--- src/rtl/elevator_scheduler_pkg.sv ---
`default_nettype none
// ---------------------------------------------------------------------------
// Module   : elevator_scheduler_pkg
// Purpose  : Shared constants for the elevator scheduler.
//            - Direction codes (STOP/UP/DOWN/UPDOWN).
//            - Door state codes and lamp levels.
//            - Floor bounds.
//            - FSM state encodings.
//            - A direction-reversal helper.
// Ports    : none (package)
// Revision : 1.0 - initial release
// ---------------------------------------------------------------------------
package elevator_scheduler_pkg;

  // Direction codes: bit 1 = up, bit 0 = down.
  localparam logic [1:0] STOP   = 2'b00;
  localparam logic [1:0] UP     = 2'b10;
  localparam logic [1:0] DOWN   = 2'b01;
  localparam logic [1:0] UPDOWN = 2'b11;

  localparam logic OPEN  = 1'b1;
  localparam logic CLOSE = 1'b0;
  localparam logic ON    = 1'b1;
  localparam logic OFF   = 1'b0;

  localparam logic [2:0] MIN_FLOOR = 3'd1;
  localparam logic [2:0] MAX_FLOOR = 3'd7;

  // Scheduler FSM states
  localparam logic [1:0] IDLE      = 2'd0;
  localparam logic [1:0] DOOR_WAIT = 2'd1;
  localparam logic [1:0] MOVE      = 2'd2;
  localparam logic [1:0] ARRIVE    = 2'd3;

  function automatic logic [1:0] reverseDir(input logic [1:0] dir);
    case (dir)
      UP:      return DOWN;
      DOWN:    return UP;
      UPDOWN:  return STOP;
      default: return STOP;
    endcase
  endfunction

endpackage : elevator_scheduler_pkg
`default_nettype wire

--- src/rtl/elevator_scheduler_request_bank.sv ---
`default_nettype none
// ---------------------------------------------------------------------------
// Module   : request_bank
// Purpose  : Hall-up, hall-down and car request latches. Each latch has
//            set-over-clear priority. The module also reduces the latched
//            requests relative to the current floor.
// Ports    : clk, reset (async, active-low)
//            upCall/downCall/carCall [7:1] : raw button inputs
//            floor [2:0], dir [1:0]        : car position and direction
//            doorClear : door open with the car at rest; clears per dir
//            carClear  : idle tick; clears the car button at this floor
//            upReq/downReq/carReq [7:1]    : latched requests
//            above/below : any request strictly above/below floor
//            atUp/atDown/atCar : request present at floor
// Revision : 1.0 - initial release
// ---------------------------------------------------------------------------
module request_bank
  import elevator_scheduler_pkg::*;
(
  input  logic       clk,
  input  logic       reset,
  input  logic [7:1] upCall,
  input  logic [7:1] downCall,
  input  logic [7:1] carCall,
  input  logic [2:0] floor,
  input  logic [1:0] dir,
  input  logic       doorClear,
  input  logic       carClear,
  output logic [7:1] upReq,
  output logic [7:1] downReq,
  output logic [7:1] carReq,
  output logic       above,
  output logic       below,
  output logic       atUp,
  output logic       atDown,
  output logic       atCar
);

  // No UP button exists at the top floor and no DOWN button at the bottom.
  localparam logic [7:1] c_UP_VALID   = 7'b0111111;
  localparam logic [7:1] c_DOWN_VALID = 7'b1111110;

  logic [7:1] w_here;
  logic [7:1] w_any;
  logic [7:1] w_clrUp;
  logic [7:1] w_clrDown;
  logic [7:1] w_clrCar;

  assign w_any = upReq | downReq | carReq;

  always_comb begin
    w_here = '0;
    above  = 1'b0;
    below  = 1'b0;
    for (int i = 1; i <= 7; i++) begin
      if (3'(i) == floor) w_here[i] = 1'b1;
      if (3'(i) > floor)  above = above | w_any[i];
      if (3'(i) < floor)  below = below | w_any[i];
    end
  end

  assign atUp   = |(upReq   & w_here);
  assign atDown = |(downReq & w_here);
  assign atCar  = |(carReq  & w_here);

  // With the door open, only the hall call matching the travel direction is
  // served; a stopped car (STOP) serves both hall calls.
  assign w_clrCar  = w_here & {7{doorClear | carClear}};
  assign w_clrUp   = w_here & {7{doorClear && (dir != DOWN)}};
  assign w_clrDown = w_here & {7{doorClear && (dir != UP)}};

  always_ff @(posedge clk or negedge reset) begin
    if (!reset) begin
      upReq   <= '0;
      downReq <= '0;
      carReq  <= '0;
    end else begin
      upReq   <= ((upReq   & ~w_clrUp)   | upCall)   & c_UP_VALID;
      downReq <= ((downReq & ~w_clrDown) | downCall) & c_DOWN_VALID;
      carReq  <= (carReq   & ~w_clrCar)  | carCall;
    end
  end

endmodule : request_bank
`default_nettype wire

--- src/rtl/elevator_scheduler.sv ---
`default_nettype none
// ---------------------------------------------------------------------------
// Module   : elevator_scheduler
// Purpose  : SCAN scheduler for a 7-floor car. It latches calls, chooses the
//            travel direction, times floor-to-floor travel and holds
//            departure until the door controller reports the door closed.
// Ports    : clk, reset (async, active-low), enable (1-cycle tick)
//            upCall/downCall/carCall [7:1], openBtn, closeBtn
//            doorState (1 = OPEN)
//            currentFloor [2:0], currentDirection [1:0]
//            currentFloorButton [1:0] = {upReq[f], downReq[f]}
//            doorButton [9:1] = {openBtn, closeBtn, carReq}
//            moving, upReq/downReq/carReq [7:1]
// Revision : 1.0 - initial release
// ---------------------------------------------------------------------------
module elevator_scheduler
  import elevator_scheduler_pkg::*;
#(
  parameter int CLK_PER_FLOOR = 3,
  parameter int HOME_FLOOR    = 1
)(
  input  logic       clk,
  input  logic       reset,
  input  logic       enable,
  input  logic [7:1] upCall,
  input  logic [7:1] downCall,
  input  logic [7:1] carCall,
  input  logic       openBtn,
  input  logic       closeBtn,
  input  logic       doorState,
  output logic [2:0] currentFloor,
  output logic [1:0] currentDirection,
  output logic [1:0] currentFloorButton,
  output logic [9:1] doorButton,
  output logic       moving,
  output logic [7:1] upReq,
  output logic [7:1] downReq,
  output logic [7:1] carReq
);

  localparam int             c_CW     = $clog2(CLK_PER_FLOOR + 1);
  localparam logic [c_CW-1:0] c_TRAVEL = c_CW'(CLK_PER_FLOOR);
  localparam logic [c_CW-1:0] c_ONE    = c_CW'(1);
  localparam logic [2:0]      c_HOME   = 3'(HOME_FLOOR);

  logic [1:0]      r_state;
  logic [1:0]      r_dir;
  logic [2:0]      r_floor;
  logic [c_CW-1:0] r_travel;
  logic [1:0]      r_dwell;

  logic w_above;
  logic w_below;
  logic w_atUp;
  logic w_atDown;
  logic w_atCar;
  logic w_ahead;
  logic w_behind;
  logic w_hallInDir;
  logic w_hallOpp;
  logic w_atLimit;
  logic w_doorClear;
  logic w_carClear;

  assign moving      = (r_state == MOVE) ? ON : OFF;
  assign w_doorClear = (doorState == OPEN) && !moving;
  // An idle car never opens its door for its own floor's car button,
  // so that button is dropped on the idle tick.
  assign w_carClear  = enable && (r_state == IDLE);

  request_bank u_requestBank (
    .clk       (clk),
    .reset     (reset),
    .upCall    (upCall),
    .downCall  (downCall),
    .carCall   (carCall),
    .floor     (r_floor),
    .dir       (r_dir),
    .doorClear (w_doorClear),
    .carClear  (w_carClear),
    .upReq     (upReq),
    .downReq   (downReq),
    .carReq    (carReq),
    .above     (w_above),
    .below     (w_below),
    .atUp      (w_atUp),
    .atDown    (w_atDown),
    .atCar     (w_atCar)
  );

  assign w_ahead     = (r_dir == UP) ? w_above : (r_dir == DOWN) ? w_below : 1'b0;
  assign w_behind    = (r_dir == UP) ? w_below : (r_dir == DOWN) ? w_above : 1'b0;
  assign w_hallInDir = ((r_dir == UP) && w_atUp) || ((r_dir == DOWN) && w_atDown);
  assign w_hallOpp   = ((r_dir == UP) && w_atDown) || ((r_dir == DOWN) && w_atUp);
  // At the shaft ends the sweep must resolve, even if a stop is due there.
  assign w_atLimit   = ((r_dir == UP) && (r_floor == MAX_FLOOR)) ||
                       ((r_dir == DOWN) && (r_floor == MIN_FLOOR));

  always_ff @(posedge clk or negedge reset) begin
    if (!reset) begin
      r_state  <= IDLE;
      r_dir    <= STOP;
      r_floor  <= c_HOME;
      r_travel <= '0;
      r_dwell  <= '0;
    end else if (enable) begin
      case (r_state)
        IDLE: begin
          // A hall call here is served by the door controller in place.
          if (!(w_atUp || w_atDown)) begin
            if (w_above) begin
              r_dir   <= UP;
              r_dwell <= '0;
              r_state <= DOOR_WAIT;
            end else if (w_below) begin
              r_dir   <= DOWN;
              r_dwell <= '0;
              r_state <= DOOR_WAIT;
            end
          end
        end

        DOOR_WAIT: begin
          if ((r_dwell >= 2'd2) && (doorState == CLOSE)) begin
            if (w_ahead) begin
              r_travel <= c_TRAVEL;
              r_state  <= MOVE;
            end else if (w_behind) begin
              r_dir   <= reverseDir(r_dir);
              r_dwell <= '0;
            end else begin
              r_dir   <= STOP;
              r_state <= IDLE;
            end
          end else if (r_dwell < 2'd2) begin
            r_dwell <= r_dwell + 2'd1;
          end
        end

        MOVE: begin
          // Arrive on the tick that would take the counter to zero, so the
          // car spends exactly CLK_PER_FLOOR ticks in MOVE.
          if (r_travel <= c_ONE) begin
            r_travel <= '0;
            r_floor  <= (r_dir == UP) ? r_floor + 3'd1 : r_floor - 3'd1;
            r_state  <= ARRIVE;
          end else begin
            r_travel <= r_travel - c_ONE;
          end
        end

        ARRIVE: begin
          if (!w_atLimit && (w_atCar || w_hallInDir)) begin
            r_dwell <= '0;
            r_state <= DOOR_WAIT;
          end else if (w_ahead) begin
            r_travel <= c_TRAVEL;
            r_state  <= MOVE;
          end else begin
            r_dir   <= w_hallOpp ? reverseDir(r_dir) : STOP;
            r_dwell <= '0;
            r_state <= DOOR_WAIT;
          end
        end

        default: r_state <= IDLE;
      endcase
    end
  end

  assign currentFloor       = r_floor;
  assign currentDirection   = r_dir;
  assign currentFloorButton = {w_atUp, w_atDown};
  assign doorButton         = {openBtn, closeBtn, carReq};

endmodule : elevator_scheduler
`default_nettype wire

--- config.mk ---
export PLATFORM = sky130hd
export DESIGN_NAME = elevator_scheduler
export DESIGN_NICKNAME = d
export VERILOG_FILES = /design/src/rtl/elevator_scheduler_pkg.sv /design/src/rtl/elevator_scheduler_request_bank.sv /design/src/rtl/elevator_scheduler.sv
export SDC_FILE = /design/constraint.sdc
export NUM_CORES = 1
export LEC_CHECK = 0
export ABC_AREA = 1
export CAP_MARGIN = 10
export CORE_MARGIN = 2
export CORE_UTILIZATION = 47
export CTS_CLUSTER_DIAMETER = 200
export DETAILED_ROUTE_END_ITERATION = 16
export DONT_BUFFER_PORTS = 1
export GPL_TIMING_DRIVEN = 0
export SYNTH_ARGS = -nofsm -noshare
export SYNTH_HDL_FRONTEND = slang
export SYNTH_SLANG_ARGS = --single-unit
--- constraint.sdc ---
create_clock -name clk -period 5 [get_ports clk]
set_input_delay 0.25 -clock clk [delete_from_list [all_inputs] [get_ports clk]]
set_output_delay 0.25 -clock clk [all_outputs]
set_load 0.01 [all_outputs]
==> impl_metrics.json, run 1 <==
{
  "path_clk_slew_ns": 0.07,
  "nets": 358,
  "worst_pin_slew_ns": 0.672,
  "final_antenna_net_count": 0,
  "rows": 25,
  "hold_viol_final": 0,
  "ir_worst_vdd_mv": 0.270,
  "powerDensity_mw_per_mm2": 645,
  "core_area_mm2": 0.00463,
  "cts_tree": "yes",
  "crit_chain": "buf_6 > inv_4 > ha_1 > nand3_1 > nand3_1 > nor2_1 > nand2_1 > nand2_1 > nand3_1 > nor2_1 > nand3_1 > nand2_1 > nand2_1",
  "yosys-top-cells-area": "dfrtp_1 33%, nand2_1 13%, inv_1 7.6%",
  "die_w_um": 72.7,
  "period_minus_slack_ns": 2.40,
  "max_freq_mhz": 416,
  "clock_latency_ns": 0.28,
  "synth.distinct_cells": 29,
  "grt_pass1_vias": 1808,
  "postLayoutCoreUtil": 0.525,
  "hold_path_class": "input pin to flop",
  "path_class": "flop to flop",
  "cp_slowest_cell": "dfstp_2",
  "setup_viol": 0,
  "synthDominantCellAreaShare": 0.327,
  "clock_path_buffers": 2,
  "status": "completed",
  "layout.cells.non_filler": 379,
  "insertedDiodeCount": 0,
  "die_h_um": 72.7,
  "detail_route.iter0.violations": 140,
  "drive_gt1_frac": 0.145,
  "globalplace.congestion": 0.958,
  "dp_hpwl_um": 4290,
  "cts.sinks": 30,
  "reg2regPathDepth": 13,
  "cp_max_fo": 10,
  "drt_drc_violations_left": 0,
  "grt-ovfl-total": 0,
  "slew_headroom": 0.550,
  "timing.rr.end": "currentDirection[0]",
  "io_buffers": 0,
  "dpl_worst_slack_ns": 2.63,
  "cts_root_buf": "clkbuf_8",
  "synthCells": 314,
  "vias": 1959,
  "min_from": "downCall[3]",
  "postCtsHoldBufs": 2,
  "antenna_found_initial": 0,
  "io_pins": 65,
  "synth_edf_count": 0,
  "r2r-start": "currentFloor[0]",
  "grt_max_degree": 31,
  "dieArea_mm2": 0.00529,
  "cts_inserted_buffers": 5,
  "cts_max_level": 2,
  "cpLargestDelayFamily": "simple AND/OR/NAND/NOR gates",
  "skew_ns": 0.00544,
  "syn_area_per_cell_um2": 7.07,
  "yosysTopAreaCell": "dfrtp_1",
  "wl_per_cell_um": 14.4,
  "synth_flop_cell": "dfrtp_1",
  "place_inst": 369,
  "worstSetupStartpointType": "flop",
  "area_delta_synth_final_pct": 9.53,
  "cts.repair.resized": 0,
  "crit_path_end_kind": "flop",
  "drt-vias-per-instance": 5.17,
  "hold_end": "u_requestBank.downReq[3]",
  "synth_warnings": 0,
  "rsz0062_at_grt": "false",
  "syn_area_mm2": 0.00222,
  "whs_ns": 0.0626,
  "worst_slack_ns": 2.60,
  "hold-path-cell-count": 2,
  "timing.final.crit_share": 0.481,
  "yosysSeqAreaShare": 0.339,
  "crit_required_ns": 5.17,
  "worst-path-buf-inv": 2,
  "tns_ns": 0,
  "maxCapViolCount": 0,
  "cpPeakStageDelay_ns": 0.60,
  "reg2reg_slack_ns": 2.60,
  "gr-usage-all-layers": 0.226,
  "synthArstFlopShare": 1.00,
  "p_leak_uw": 0.00126,
  "cp.arrival_ns": 2.57,
  "grt_first_pass_wirelength_um": 9050,
  "firstDrtPassIters": 4,
  "start_util": 0.479,
  "drt_wl_total_um": 5440,
  "slew_viol_final": 0,
  "cts_setup_buffers": 0,
  "ys_ff_latch": 30
}
kinds of logic (layout without fill, tap and decap cells):
kind of cell    count (synthesis)  count (layout)  share of synthesized area
flops                          30              30                      0.339
buf+inv                        65              75                      0.152
compound gates                 39              39                      0.111
simple gates                  170             170                      0.349
fa+ha+maj                       7               7                     0.0395
other cells                     1               2                    0.00169
xor+xnor                        2               2                    0.00789
worst max-delay path by stage:
stage	endpoint	depth (start not counted)	startpoint	slack, ns
after CTS	r_travel[1]	14	currentFloor[0]	2.61
after global placement	currentDirection[0]	13	currentFloor[0]	2.65
final	currentDirection[0]	13	currentFloor[0]	2.60
after floorplan	r_travel[1]	14	currentFloor[0]	2.95
after detailed placement	r_travel[1]	14	currentFloor[0]	2.63
after global routing	currentDirection[0]	13	currentFloor[0]	2.24
final cells by class:
type | instances | area (um2)
fill | 479 | 2200
multi-input combinational | 220 | 1130
sequential | 30 | 752
inverter | 48 | 190
buffer | 17 | 146
clock buffer | 8 | 110
tap | 54 | 67.6
timing repair buffer | 2 | 30.0
cells in the mapped netlist (2+ instances only):
cell,number
a21oi_1,3
buf_4,13
buf_6,3
dfrtp_1,29
ha_1,7
inv_1,45
inv_4,2
nand2_1,74
nand2_2,5
nand3_1,29
nand3_2,6
nand4_1,11
nor2_1,39
nor2_2,3
nor3_1,2
o21ai_0,17
o21ai_1,3
o21bai_1,11
xor2_1,2
state kept, by name, indices dropped and copies added, names as in the netlist:
name	cells
u_requestBank.carReq	7
r_state	2
currentDirection	2
u_requestBank.downReq	6
r_travel	2
u_requestBank.upReq	6
r_dwell	2
currentFloor	3
cells in the final DEF (no fill, tap or decap):
cell,instances
inv_6,1
nand3_1,29
o211ai_1,1
nand3_2,6
nor3_1,2
buf_6,3
buf_4,13
nand2_2,5
inv_4,2
nor2_2,3
xor2_1,2
conb_1,2
o21bai_1,11
nand4_1,11
o21ai_1,3
nand3_4,1
clkbuf_8,8
a21oi_2,1
nor2_1,39
inv_1,45
dfrtp_1,29
nand2_1,74
dfstp_2,1
a22oi_1,1
a32oi_1,1
buf_12,1
a21oi_1,3
a21oi_4,1
dlygate4sd3_1,1
o21ai_0,17
ha_1,7
buf_8,1
per-stage QoR:
stage	area (um2)	power (uW)
2_1_floorplan	2220	1140
3_3_place_gp	2290	1330
3_5_place_dp	2290	1330
4_1_cts	2430	1580
5_1_grt	2430	1730
6_report	2430	1570
per-layer routing:
metal | share of wire | global-route usage
met5 | 0 | 0
met4 | 0.0081 | 0.0617
met3 | 0.060 | 0.0622
met2 | 0.45 | 0.345
met1 | 0.48 | 0.314
report_power, final:
part           total (uW)  switching, uW  leakage [uW]  internal (uW)
sequential            427            109      0.000304            318
combinational         910            583      0.000902            327
clock                 231           92.1     0.0000575            139
Power figures use the tool's default switching activity.
==> run 2: changes to the inputs <==
Clock period 5 ns to 2.3 ns, I/O delays scaled along.
==> run 2 against run 1 <==
Compared with the run above: first-iteration DRC count up 27%; sequential cell count unchanged; core utilization grew 8.2 points; fmax is 10% higher; clock power is 120% higher; critical path type unchanged; highest routed layer unchanged.
==> impl_metrics.json, run 2 (synthesis results as in run 1) <==
{
  "globalplace.congestion": 0.958,
  "timing.final.crit_share": 0.950,
  "status": "completed",
  "reg_top3": "u_requestBank.carReq x7, u_requestBank.downReq x6, u_requestBank.upReq x6",
  "io_buffers": 0,
  "nets": 384,
  "grt_first_pass_wirelength_um": 9510,
  "crit_path_end_kind": "flop",
  "path_class": "flop to flop",
  "reg2regPathDepth": 14,
  "cts_inserted_buffers": 5,
  "insertedDiodeCount": 0,
  "setup_viol": 0,
  "min_from": "enable",
  "worstSetupStartpointType": "flop",
  "multi_input_area_mm2": 0.00126,
  "hold_path_class": "input pin to flop",
  "hold_viol_final": 0,
  "drive_gt1_frac": 0.205,
  "hold-path-cell-count": 3,
  "r2r-start": "currentFloor[0]",
  "drt-vias-per-instance": 5.14,
  "drt_drc_violations_left": 0,
  "start_util": 0.479,
  "dp_hpwl_um": 4290,
  "largest_register": "u_requestBank.carReq",
  "io_pins": 65,
  "crit_chain": "ha_4 > ha_4 > inv_1 > o21ai_2 > nand2_1 > nor2_2 > nand2_2 > nand2_2 > nand2_4 > a21oi_4 > buf_6 > nor2_4 > nand2_1 > o21ai_1",
  "clock_path_buffers": 2,
  "cpPeakStageDelay_ns": 0.62,
  "p_leak_uw": 0.00140,
  "crit_required_ns": 2.47,
  "power_uw": 3800,
  "core_area_mm2": 0.00463,
  "timing.rr.end": "r_travel[1]",
  "gr-usage-all-layers": 0.237,
  "die_w_um": 72.7,
  "cp_max_fo": 5,
  "whs_ns": 0.121,
  "fillers": 441,
  "tns_ns": 0,
  "hold_end": "currentFloor[0]",
  "final_antenna_net_count": 0,
  "area_delta_synth_final_pct": 26.6,
  "wl_per_cell_um": 14.8,
  "grt_pass1_vias": 1927,
  "cp_slowest_cell": "dfstp_2",
  "reg2reg_slack_ns": 0.12,
  "die_h_um": 72.7,
  "path_clk_slew_ns": 0.07,
  "max_freq_mhz": 458,
  "skew_ns": 0.00610,
  "period_minus_slack_ns": 2.18,
  "vias": 2081,
  "worst_slack_ns": 0.116,
  "drt_wl_total_um": 5980,
  "slew_headroom": 0.553,
  "cp.arrival_ns": 2.36,
  "antenna_found_initial": 0,
  "dieArea_mm2": 0.00529,
  "clock_latency_ns": 0.29,
  "cts.sinks": 30,
  "ir_worst_vdd_mv": 0.623,
  "final_common_cell": "nand2_1",
  "cts_max_level": 2,
  "regArea_um2": 753,
  "dpl_worst_slack_ns": -0.0686,
  "worst_pin_slew_ns": 0.668,
  "powerDensity_mw_per_mm2": 1350,
  "slew_viol_final": 0,
  "firstDrtPassIters": 4,
  "detail_route.iter0.violations": 178,
  "grt-ovfl-total": 0,
  "cts_tree": "yes",
  "cts_root_buf": "clkbuf_8",
  "maxCapViolCount": 0,
  "grt_max_degree": 31,
  "largest_register_ffs": 7,
  "layout_common_cells": "72 x nand2_1, 45 x inv_1, 36 x nor2_1, 28 x dfrtp_1, 22 x nand3_1",
  "rows": 25
}
run 2: changes by cell type in the layout (fill, tap and decap cells not counted), moves of 2 or more:
cell / previous run / this run
buf_4: 13 / 18
nand2_4: 0 / 2
nor2_4: 0 / 2
dlygate4sd3_1: 1 / 21
o21ai_2: 0 / 2
ha_1: 7 / 3
nand3_1: 29 / 22
nand2_1: 74 / 72
ha_4: 0 / 4
nor2_1: 39 / 36
nand3_2: 6 / 13
run 2: metal layers:
| layer | global-route usage | wire, um |
|---|---|---|
| met1 | 0.325 | 2630 |
| met2 | 0.376 | 2810 |
| met3 | 0.0594 | 477 |
| met4 | 0.0617 | 67 |
| met5 | 0 | 0 |
run 2: stage by stage:
| stage | std cells | utilization | cell area, um2 |
|---|---|---|---|
| global placement | 369 | 0.495 | 2290 |
| global route | 405 | 0.607 | 2810 |
| floorplan | 315 | - | 2220 |
| CTS | 399 | 0.572 | 2650 |
| detailed placement | 369 | 0.495 | 2290 |
| finish | 405 | 0.607 | 2810 |
run 2: repair_timing:
| item | 4_1_cts | 5_1_grt |
|---|---|---|
| endpoints found under the hold margin | 50 | 0 |
| resized for setup | 5 | 25 |
| gates cloned | 0 | 0 |
| hold buffers | 22 | 0 |
| pin swaps | 0 | 10 |
| setup endpoints to repair | 8 | 8 |
| setup buffers | 0 | 6 |
run 2: how the worst max path moves through the flow:
stage / startpoint / to / slack, ns / cells past startpoint
final: currentFloor[0] / r_travel[1] / 0.12 / 14
after global routing: currentFloor[0] / r_dwell[0] / -0.04 / 15
after CTS: currentFloor[0] / r_travel[1] / 0.002 / 14
after detailed placement: currentFloor[0] / r_travel[1] / -0.07 / 14
after global placement: currentFloor[0] / currentDirection[0] / -0.05 / 13
after floorplan: currentFloor[0] / r_travel[1] / 0.25 / 14
run 2: where the power goes:
group / leakage [uW] / internal [uW] / switching (uW) / total [uW]
clock: 0.0000575 / 302 / 207 / 509
combinational: 0.00104 / 932 / 1410 / 2340
sequential: 0.000303 / 694 / 260 / 954
run 2: worst max-delay path: cells and delay by family (launching register included):
family                   cells  cell delay, ns
flip-flops                   1            0.62
AND/OR/NAND/NOR              7            0.58
AO/OA/AOI/OAI                3            0.35
adder cells (fa/ha/maj)      2            0.31
buffers and inverters        2            0.20
run 2: final cells by class:
| type | count | share of cell area |
|---|---|---|
| Buffer | 17 | 0.0534 |
| Clock buffer | 8 | 0.0392 |
| Inverter | 48 | 0.0677 |
| Multi-Input combinational cell | 220 | 0.448 |
| Sequential cell | 30 | 0.268 |
| Tap cell | 54 | 0.0240 |
| Timing Repair Buffer | 28 | 0.0993 |
==> run 3: changes to the inputs <==
Settings changed: CORE_UTILIZATION 47 to 50.
==> run 3 against run 2 <==
Compared with the run above: sequential cell count did not move; combinational power hardly changed; clock-buffer cell count shrank 1; routed wire length decreased by 2.6%; fmax decreased by 0.20%.
==> impl_metrics.json, run 3 (synthesis results as in run 1) <==
{
  "cp_max_fo": 4,
  "path_clk_slew_ns": 0.07,
  "die_w_um": 70.6,
  "clock_path_buffers": 2,
  "slew_headroom": 0.575,
  "tns_ns": 0,
  "crit_required_ns": 2.47,
  "insertedDiodeCount": 0,
  "cts_tree": "yes",
  "vias": 2073,
  "largest_register": "u_requestBank.carReq",
  "globalplace.congestion": 0.897,
  "dp_hpwl_um": 4180,
  "grt_max_degree": 31,
  "grt-ovfl-total": 0,
  "whs_ns": 0.0422,
  "wl_per_cell_um": 14.5,
  "io_pins": 65,
  "gr-usage-all-layers": 0.238,
  "drt_drc_violations_left": 0,
  "max_freq_mhz": 457,
  "cp_slowest_cell": "dfstp_2",
  "area_delta_synth_final_pct": 25.3,
  "firstDrtPassIters": 4,
  "cpLargestDelayFamily": "flip-flops",
  "dieArea_mm2": 0.00499,
  "rows": 24,
  "crit_path_end_kind": "flop",
  "maxCapViolCount": 0,
  "grt_pass1_vias": 1919,
  "path_class": "flop to flop",
  "status": "completed",
  "powerDensity_mw_per_mm2": 1380,
  "hold_path_class": "input pin to flop",
  "cts_max_level": 2,
  "worstSetupStartpointType": "flop",
  "final_antenna_net_count": 0,
  "largest_register_ffs": 7,
  "nets": 383,
  "detail_route.iter0.violations": 106,
  "period_minus_slack_ns": 2.19,
  "cts_inserted_buffers": 5,
  "cpPeakStageDelay_ns": 0.63,
  "slew_viol_final": 0,
  "timing.final.crit_share": 0.951,
  "drt_wl_total_um": 5820,
  "p_leak_uw": 0.00138,
  "drive_gt1_frac": 0.189,
  "fillers": 407,
  "start_util": 0.513,
  "clock_latency_ns": 0.29,
  "antenna_found_initial": 0,
  "layout_common_cells": "70 x nand2_1, 45 x inv_1, 37 x nor2_1, 28 x dfrtp_1, 25 x nand3_1",
  "reg2regPathDepth": 14,
  "power_uw": 3830,
  "crit_chain": "ha_4 > ha_4 > inv_1 > o21ai_0 > nand2_1 > nor2_2 > nand2_2 > nand2_2 > nand2_4 > a21oi_4 > buf_6 > nor2_4 > nand2_1 > o21ai_1",
  "setup_viol": 0,
  "core_area_mm2": 0.00432,
  "die_h_um": 70.6,
  "cts.sinks": 30,
  "hold-path-cell-count": 2,
  "cp.arrival_ns": 2.36,
  "worst_pin_slew_ns": 0.636,
  "reg_top3": "u_requestBank.carReq x7, u_requestBank.downReq x6, u_requestBank.upReq x6",
  "path_depth": 14,
  "final_common_cell": "nand2_1",
  "ir_worst_vdd_mv": 0.586,
  "worst-path-buf-inv": 2,
  "drt-vias-per-instance": 5.16,
  "cts_root_buf": "clkbuf_8",
  "grt_first_pass_wirelength_um": 9330,
  "io_buffers": 0,
  "skew_ns": 0.00334,
  "hold_viol_final": 0
}
[run 3: final timing paths]
kind | start | end | slack, ns
hold / removal | enable | r_state[1] | 0.04
max in group asynchronous | reset | currentFloor[0] | 1.80
setup reg to reg | currentFloor[0] | r_travel[0] | 0.11
hold reg to reg | r_dwell[0] | r_dwell[0] | 0.51
setup / recovery | currentFloor[0] | r_travel[0] | 0.11
min in group asynchronous | reset | u_requestBank.upReq[4] | 0.27
[run 3: final cells by class]
type / count / area [um2] / area share
flip-flops and latches: 30 / 753 / 0.271
plain buffers: 17 / 150 / 0.0540
clock buffers: 7 / 76.3 / 0.0274
inverters: 48 / 190 / 0.0684
clock inverters: 1 / 30.0 / 0.0108
repair buffers: 27 / 269 / 0.0967
well taps: 52 / 65.1 / 0.0234
multi-input cells: 220 / 1250 / 0.448
[run 3: power breakdown]
group	total [uW]	switching (uW)	internal [uW]
Sequential	951	258	694
Clock	537	213	324
Combinational	2340	1410	935
[run 3: routing by layer]
layer,global-route usage,vias up,share of wire
li1,-,1062,-
met1,0.353,929,0.48
met2,0.354,74,0.44
met3,0.0527,8,0.066
met4,0.0650,0,0.015
met5,0,-,0
[run 3: through the flow]
stage | instances | instance area (um2) | utilization | setup slack [ns]
after floorplan | 315 | 2220 | - | 0.253
after global placement | 367 | 2290 | 0.529 | -0.0527
after detailed placement | 367 | 2290 | 0.529 | -0.0719
after CTS | 396 | 2630 | 0.607 | 0.000175
after global routing | 402 | 2780 | 0.643 | -0.0193
final | 402 | 2780 | 0.643 | 0.112
[run 3: worst reg2reg max path, cell delays in order (launching register included)]
cell and delay (ns):
dfstp_2 0.63, ha_4 0.17, ha_4 0.15, inv_1 0.06, o21ai_0 0.12, nand2_1 0.10, nor2_2 0.12, nand2_2 0.09
nand2_2 0.10, nand2_4 0.07, a21oi_4 0.19, buf_6 0.13, nor2_4 0.04, nand2_1 0.05, o21ai_1 0.06
[run 3: timing repair]
action | CTS | global route
hold buffers | 21 | 0
setup buffers | 0 | 6
gates resized for setup | 3 | 23
pin swaps | 0 | 5
endpoints found under the hold margin | 49 | 0
setup endpoints to repair | 8 | 8
